--- src/rtl/mxalu11_pkg.sv ---
// Shared types and constants for the mxalu11 ALU sequencing stage.
package mxalu11_pkg;

    localparam int unsigned MXALU11_W  = 8;
    localparam int unsigned SETTLE_MAX = 15;
    localparam int unsigned CNT_W      = 4;

    typedef enum logic [1:0] {
        IDLE   = 2'd0,
        DRIVE  = 2'd1,
        RESULT = 2'd2
    } state_e;

endpackage

--- src/rtl/mxalu11_settle_cnt.sv ---
// Settle-window down-counter: load, decrement toward zero, zero-detect.
module mxalu11_settle_cnt
    import mxalu11_pkg::*;
(
    input  logic             clk,
    input  logic             rst,
    input  logic             load_i,
    input  logic [CNT_W-1:0] load_val_i,
    input  logic             dec_i,
    output logic             zero_c
);

    logic [CNT_W-1:0] cnt_q;
    logic [CNT_W-1:0] cnt_d;

    // Next count: a load wins, otherwise decrement and stop at zero.
    always_comb begin
        cnt_d = cnt_q;
        if (load_i) begin
            cnt_d = load_val_i;
        end else if (dec_i && (cnt_q != '0)) begin
            cnt_d = cnt_q - CNT_W'(1);
        end
    end

    // Count register.
    always_ff @(posedge clk or posedge rst) begin
        if (rst) begin
            cnt_q <= '0;
        end else begin
            cnt_q <= cnt_d;
        end
    end

    assign zero_c = (cnt_q == '0);

endmodule

--- src/rtl/mxalu11_ctl.sv ---
// ALU sequencing stage: drives a 181-style ALU, waits out the settle window,
// captures result and flags into the accumulator, then offers the result.
module mxalu11_ctl
    import mxalu11_pkg::*;
#(
    parameter int unsigned SETTLE = 1
) (
    input  logic                 clk,
    input  logic                 rst,
    input  logic                 in_valid,
    output logic                 in_ready,
    input  logic [3:0]           in_opcode,
    input  logic [MXALU11_W-1:0] in_src,
    input  logic                 in_load,
    output logic [3:0]           alu_opcode,
    output logic [MXALU11_W-1:0] alu_a,
    output logic [MXALU11_W-1:0] alu_b,
    output logic                 alu_cs_n,
    input  logic [MXALU11_W-1:0] alu_f,
    input  logic                 alu_cn8_n,
    input  logic                 alu_a_b,
    output logic                 out_valid,
    input  logic                 out_ready,
    output logic [MXALU11_W-1:0] acc,
    output logic                 flag_c,
    output logic                 flag_z,
    output logic                 flag_eq
);

    state_e               state_q;
    logic [3:0]           alu_opcode_q;
    logic [MXALU11_W-1:0] alu_a_q;
    logic [MXALU11_W-1:0] alu_b_q;
    logic                 alu_cs_n_q;
    logic [MXALU11_W-1:0] acc_q;
    logic                 flag_c_q;
    logic                 flag_z_q;
    logic                 flag_eq_q;

    logic accept;
    logic cnt_load;
    logic cnt_dec;
    logic cnt_zero;

    assign in_ready = (state_q == IDLE) && !rst;
    assign accept   = in_valid && in_ready;
    assign cnt_load = accept && !in_load;
    assign cnt_dec  = (state_q == DRIVE) && !cnt_zero;

    mxalu11_settle_cnt u_cnt (
        .clk        (clk),
        .rst        (rst),
        .load_i     (cnt_load),
        .load_val_i (CNT_W'(SETTLE - 1)),
        .dec_i      (cnt_dec),
        .zero_c     (cnt_zero)
    );

    // Sequencing FSM with the ALU input, accumulator and flag registers.
    always_ff @(posedge clk or posedge rst) begin
        if (rst) begin
            state_q      <= IDLE;
            alu_opcode_q <= '0;
            alu_a_q      <= '0;
            alu_b_q      <= '0;
            alu_cs_n_q   <= 1'b1;
            acc_q        <= '0;
            flag_c_q     <= 1'b0;
            flag_z_q     <= 1'b0;
            flag_eq_q    <= 1'b0;
        end else begin
            case (state_q)
                IDLE: begin
                    if (accept) begin
                        if (in_load) begin
                            acc_q    <= in_src;
                            flag_z_q <= (in_src == '0);
                            state_q  <= RESULT;
                        end else begin
                            alu_opcode_q <= in_opcode;
                            alu_a_q      <= acc_q;
                            alu_b_q      <= in_src;
                            alu_cs_n_q   <= 1'b0;
                            state_q      <= DRIVE;
                        end
                    end
                end
                DRIVE: begin
                    if (cnt_zero) begin
                        acc_q      <= alu_f;
                        flag_c_q   <= ~alu_cn8_n;
                        flag_z_q   <= (alu_f == '0);
                        flag_eq_q  <= alu_a_b;
                        alu_cs_n_q <= 1'b1;
                        state_q    <= RESULT;
                    end
                end
                RESULT: begin
                    if (out_ready) begin
                        state_q <= IDLE;
                    end
                end
                default: begin
                    state_q <= IDLE;
                end
            endcase
        end
    end

    assign out_valid  = (state_q == RESULT);
    assign alu_opcode = alu_opcode_q;
    assign alu_a      = alu_a_q;
    assign alu_b      = alu_b_q;
    assign alu_cs_n   = alu_cs_n_q;
    assign acc        = acc_q;
    assign flag_c     = flag_c_q;
    assign flag_z     = flag_z_q;
    assign flag_eq    = flag_eq_q;

endmodule
--- config.mk ---
export PLATFORM = sky130hd
export DESIGN_NAME = mxalu11_ctl
export DESIGN_NICKNAME = d
export VERILOG_FILES = /design/src/rtl/mxalu11_pkg.sv /design/src/rtl/mxalu11_settle_cnt.sv /design/src/rtl/mxalu11_ctl.sv
export SDC_FILE = /design/constraint.sdc
export NUM_CORES = 1
export LEC_CHECK = 0
export BUFFER_PORTS_ARGS = -buffer_cell sky130_fd_sc_hd__buf_2
export CORE_AREA = 2 2 68 96
export CTS_CLUSTER_DIAMETER = 150
export DETAILED_ROUTE_END_ITERATION = 7
export DIE_AREA = 0 0 70 98
export GPL_TIMING_DRIVEN = 0
export SETUP_SLACK_MARGIN = 0.3
export SKIP_CTS_REPAIR_TIMING = 1
export SLEW_MARGIN = 5
export SYNTH_ARGS = -nofsm -noshare
export SYNTH_HDL_FRONTEND = slang
export SYNTH_SLANG_ARGS = --single-unit
--- constraint.sdc ---
create_clock -name clk -period 1.68 [get_ports clk]
set_clock_uncertainty 0.05 [all_clocks]
set_input_delay 0.168 -clock clk [delete_from_list [all_inputs] [get_ports clk]]
set_output_delay 0.168 -clock clk [all_outputs]
set_load 0.1 [all_outputs]
==> Word level (Yosys, flattened, before mapping) <==
Index checks and enable logic that the tools add are counted.
{ "totals": {"ff_bits": 38, "output_inout_bits": 34, "wordCells": 59} }
{ "op_classes": {"n_addsub": 1, "n_eq_ne": 7, "mux": 19, "bitwise": 2, "n_reduce_logical": 20} }
{ "op_table": {"columns": ["op", "n"], "rows": [
  ["$mux W8", 3],
  ["$logic_not A8 Y1", 2],
  ["$pmux W8 S2", 1],
  ["$mux W2", 4],
  ["$mux W4", 2],
  ["$ne A2 B2 Y1 const B", 4],
  ["$reduce_and A4 Y1", 2],
  ["$mux W1", 6],
  ["$pmux W2 S3", 1],
  ["$reduce_and A3 Y1", 2],
  ["$logic_and A1 B1 Y1", 5],
  ["$logic_not A4 Y1", 1],
  ["$pmux W1 S2", 2],
  ["$reduce_bool A2 Y1", 2],
  ["$reduce_bool A4 Y1", 1],
  ["$sub A4 B1 Y4 const B", 1],
  ["$logic_not A1 Y1", 3],
  ["$eq A2 B1 Y1 const B", 1],
  ["$eq A2 B2 Y1 const B", 1],
  ["$logic_not A2 Y1", 1],
  ["$ne A2 B1 Y1 const B", 1],
  ["$not A1 Y1", 2],
  ["$reduce_and A2 Y1", 1]
]} }

==> Longest topological paths before layout <==
{ "depth": {"ltp_word": 6, "depth_mapped": 6, "ltp_nobuf": 5} }

==> Hierarchy <==
From an unflattened synthesis, not the netlist that was laid out.
{ "hier_totals": {"cells_unflattened": 151, "area_unflattened_um2": 1732.9} }
{ "by_module_without_submodules": {"columns": ["mod", "n_inst", "cells_per_inst", "area_per_inst_um2"], "rows": [
  ["mxalu11_ctl", 1, 123, 1471.4],
  ["mxalu11_settle_cnt", 1, 28, 261.5]
]} }

==> Worst setup path after synthesis <==
Ideal clock, no wire load.
{ "synth_path": {"path_kind": "reg2reg", "start": "register state_q[1]", "end": "register alu_a_q[0], in the netlist alu_a[0]", "setup_ns": 0.126, "arrival_time_ns": 2.117, "required_time_ns": 1.504, "setup_slack_ns": -0.614, "stages_incl_launch_ff": 6, "period_less_slack_ns": 2.294, "path_cell_list": "dfrtp_1 > nor3_4 > and3b_1 > buf_4 > buf_6 > mux2_4"} }
{ "synth_between": {"elab_chain_cells": 4} }
{ "synth_rtl": {"columns": ["element", "line_no", "source"], "rows": [
  ["from (decl)", "mxalu11_ctl.sv:30", "state_e state_q;"],
  ["from (signal assigned)", "mxalu11_ctl.sv:62", "state_q <= IDLE;"],
  ["from (signal assigned)", "mxalu11_ctl.sv:78", "state_q <= RESULT;"],
  ["from (signal assigned)", "mxalu11_ctl.sv:84", "state_q <= DRIVE;"],
  ["$logic_not A2 Y1", "mxalu11_ctl.sv:45", "assign in_ready = (state_q == IDLE) && !rst;"],
  ["$logic_and A1 B1 Y1", "mxalu11_ctl.sv:45", null],
  ["via in_ready", "mxalu11_ctl.sv:11", "output logic in_ready,"],
  ["$logic_and A1 B1 Y1", "mxalu11_ctl.sv:46", "assign accept = in_valid && in_ready;"],
  ["$reduce_and A3 Y1 (no source line)", null, null],
  ["to (signal assigned)", "mxalu11_ctl.sv:81", "alu_a_q <= acc_q;"],
  ["to (decl)", "mxalu11_ctl.sv:32", "logic [MXALU11_W-1:0] alu_a_q;"]
]} }
The timed path passes the listed nets, and every way through them passes these cells.
A chain may end at the register's enable or synchronous reset.

==> Worst setup path in the final report <==
{ "layout_path": {"start": "register u_cnt.cnt_q[0]", "end": "register acc_q[2], in the netlist acc[2]"} }
{ "layout_between": {"elab_chain_cells": 3} }
{ "layout_rtl": {"columns": ["element", "line_no", "source"], "rows": [
  ["from (decl)", "mxalu11_settle_cnt.sv:13", "logic [CNT_W-1:0] cnt_q;"],
  ["from (signal assigned)", "mxalu11_settle_cnt.sv:31", "cnt_q <= cnt_d;"],
  ["$logic_not A4 Y1", "mxalu11_settle_cnt.sv:35", "assign zero_c = (cnt_q == '0);"],
  ["$ne A2 B2 Y1 (no source line)", null, null],
  ["$reduce_and A4 Y1 (no source line)", null, null],
  ["to (signal assigned)", "mxalu11_ctl.sv:76", "acc_q <= in_src;"],
  ["to (signal assigned)", "mxalu11_ctl.sv:90", "acc_q <= alu_f;"],
  ["to (decl)", "mxalu11_ctl.sv:35", "logic [MXALU11_W-1:0] acc_q;"]
]} }
Every way passes these cells.

==> summary.txt <==
Global route
  • Number of global-route vias before repair: about 1300
  • Largest net degree at the start of global routing: 39
  • Initial antenna violation count: 0
  • GRT Total Usage: between 10% and 20%
  • First-pass GRT wire length: about 6600 um
  • Overflow after GRT: 0

Timing
  • Slew Limit Headroom: 45.9%
  • Final setup fails: 10
  • Setup WS post-layout: -0.160 ns
  • Fmax: 543 MHz
  • Final hold violations: 0
  • Period utilisation layout: 110%
  • Max-slew violation count: 0
  • Period minus WS final: roughly 1.8 ns
  • Setup TNS: -1.23 ns
  • RSZ-0062 raised after global routing: yes
  • Worst-Margin Slew: between 0.8 and 0.9 ns

Die
  • Die ar.: approximately 6900 sq um
  • Core area: 6040 sq um
  • Initial core utilization: 28.8%
  • # rows: 34
  • Die H: ~98 um
  • Chip width: 70 um
  • Top-level port count: 61

Status
  • Failing checks: negative setup slack
  • Status: finished with violations

CTS
  • Clock Tree Root: clkbuf_8
  • CTS tree: done
  • H-tree Lvls: 2
  • Worst skew pair latency: 0.29 ns
  • Clk buf depth: 2
  • Cts bufs inserted: 5
  • Clk slew on worst S/H paths: about 0.080 ns
  • CTS sink count: 38

Synthesis
  • Mean Syn Cell Area: between 10 and 15 sq um
  • Synth area leader: dfrtp_1
  • Primary FF master, synth: dfrtp_1
  • Synth area leaders: dfrtp_1 (53%), mux2_2 (13%), mux2_1 (7.8%)
  • Synth cell types: 34
  • Most frequent cells after synthesis: dfrtp_1 (37), mux2_2 (20), mux2_1 (12), a21oi_1 (6), o21ai_0 (6)
  • Register area share after synthesis: approximately 55%
  • Most numerous cell in the Yosys netlist: dfrtp_1
  • Post-synthesis mux area share: 25.0%
  • Simple-Gate Fraction of Synth Area: between 10% and 20%
  • Synth Instances: around 130
  • Xor/xnor share of the synthesized area: 0%
  • Synthesized area: between 1500 and 2000 sq um
  • Top cell type's share of synthesized area: between 50% and 60%
  • EDFF count, synth: 0
  • Post-Synthesis Net Count: approximately 160
  • Flops & latches, synth: 38
  • Largest family of logic cells by synthesized area: multiplexers
  • Compound-Gate Fraction of Synth Area: under 10%
  • Ys Warns: 0
  • Async SR Flop Fraction: 100%
  • Fraction of the mapped netlist area in adder cells: 0.718%

Cells and area
  • Multi-input logic area: approximately 870 sq um
  • Final Instance Area: ~2600 sq um
  • Register Area: roughly 950 sq um
  • Layout cells sized above 1: ~70%
  • Filler cells: a little under 600
  • Synth-to-layout area growth: 49.6%
  • # nets final: 237
  • Final core occ: between 40% and 50%
  • ANT cells: 0

Placed design
  • Port Buffers: 60
  • GPL Wtd Cong: approximately 0.72
  • Placed Area: approximately 2200 sq um
  • Dpl ws: -0.236 ns
  • Post-DP HPWL: 3010 um

Worst setup path
  • WS Path Type: reg2reg
  • Worst reg2reg endpoint: acc[2]
  • Data arrival time of the worst path: about 2.0 ns
  • Critical R2R Launch: u_cnt.cnt_q[0]
  • Critical Path Start Type: register
  • Worst-path fanout max: 5
  • Flop2flop setup slack: -0.16 ns
  • Worst reg-to-reg path cell count: 6
  • Worst EP required: between 1.5 and 2 ns
  • Crit. End Element: register

Routing
  • Antenna-violating nets left: 0
  • Drt first pass iters: 4
  • Total Routed Length: roughly 4400 um
  • Wirelength per Cell: between 15 and 20 um
  • Iteration-0 DRC Markers: 18
  • Routed vias: roughly 1300
  • Vias per cell: 4.64
  • DR DRC count: 0

Run
  • Maxcap violations: 0

Worst hold path
  • Worst hold-check path type: in2async
per-layer routing:
layer  GRT usage, %  share of wire [%]  wire length (um)
met2           20.2                 51              2230
met5              0                  0                 0
met1           15.2                 42              1850
met4           3.99                1.4                60
met3           2.99                4.9               215
worst max path at each step:
stage                         from        to  slack, ns  depth (start not counted)
floorplan               state_q[0]  alu_a[0]      -0.59                          5
global route        u_cnt.cnt_q[1]    acc[7]      -0.24                          6
CTS                 u_cnt.cnt_q[0]    acc[0]      -0.25                          6
global placement    u_cnt.cnt_q[0]    acc[0]      -0.22                          6
detailed placement  u_cnt.cnt_q[0]    acc[0]      -0.24                          6
finish              u_cnt.cnt_q[0]    acc[2]      -0.16                          6
cell type report:
type                            instances  area share (%)
Multi-Input combinational cell         79            33.2
Timing Repair Buffer                   75            19.2
Inverter                                4           0.576
Sequential cell                        38            36.6
Tap cell                               72            3.46
Buffer                                  6            2.55
Clock buffer                            5            2.64
Clock inverter                          3            1.73
metrics by stage:
| step | instances | hold WS [ns] |
|---|---|---|
| 3_3_place_gp | 259 | 0.315 |
| 3_5_place_dp | 259 | 0.316 |
| 4_1_cts | 267 | 0.00421 |
| 2_1_floorplan | 127 | 0.226 |
| 5_1_grt | 282 | 0.0550 |
| 6_report | 282 | 0.0123 |
logic make-up after synthesis:
family / after synthesis
compound gates: 17
fa+ha+maj: 1
simple gates: 24
flops: 38
mux: 37
buf+inv: 10
sequential cells by signal, indices dropped and copies added, names as in the netlist:
register and count:
alu_a 8, alu_b 8, flag_z 1, state_q 2, alu_cs_n 1, flag_eq 1, alu_opcode 4, flag_c 1
acc 8, u_cnt.cnt_q 4
critical path: stages (launching register included):
cell     delay (ns)
dfrtp_1        0.40
inv_2          0.06
ha_2           0.19
nor3b_4        0.29
a22o_1         0.25
buf_4          0.18
mux2_4         0.30
layout by cell type, fill, tap and decap left out, types with 2 or more instances in the layout:
cell,n
nor3_1,2
buf_4,9
and3b_1,2
dfrtp_1,35
o21ai_0,3
inv_1,2
clkbuf_8,5
clkinvlp_4,2
nand2b_1,2
a21oi_2,5
nand4b_1,3
mux2_4,27
nor4_1,2
buf_6,8
inv_2,2
o21ai_1,2
dfrtp_2,2
buf_12,4
mux2_2,9
buf_2,57
Power is not shown: default switching activity piles up to over one toggle a cycle in this logic, so the estimate is an artifact.
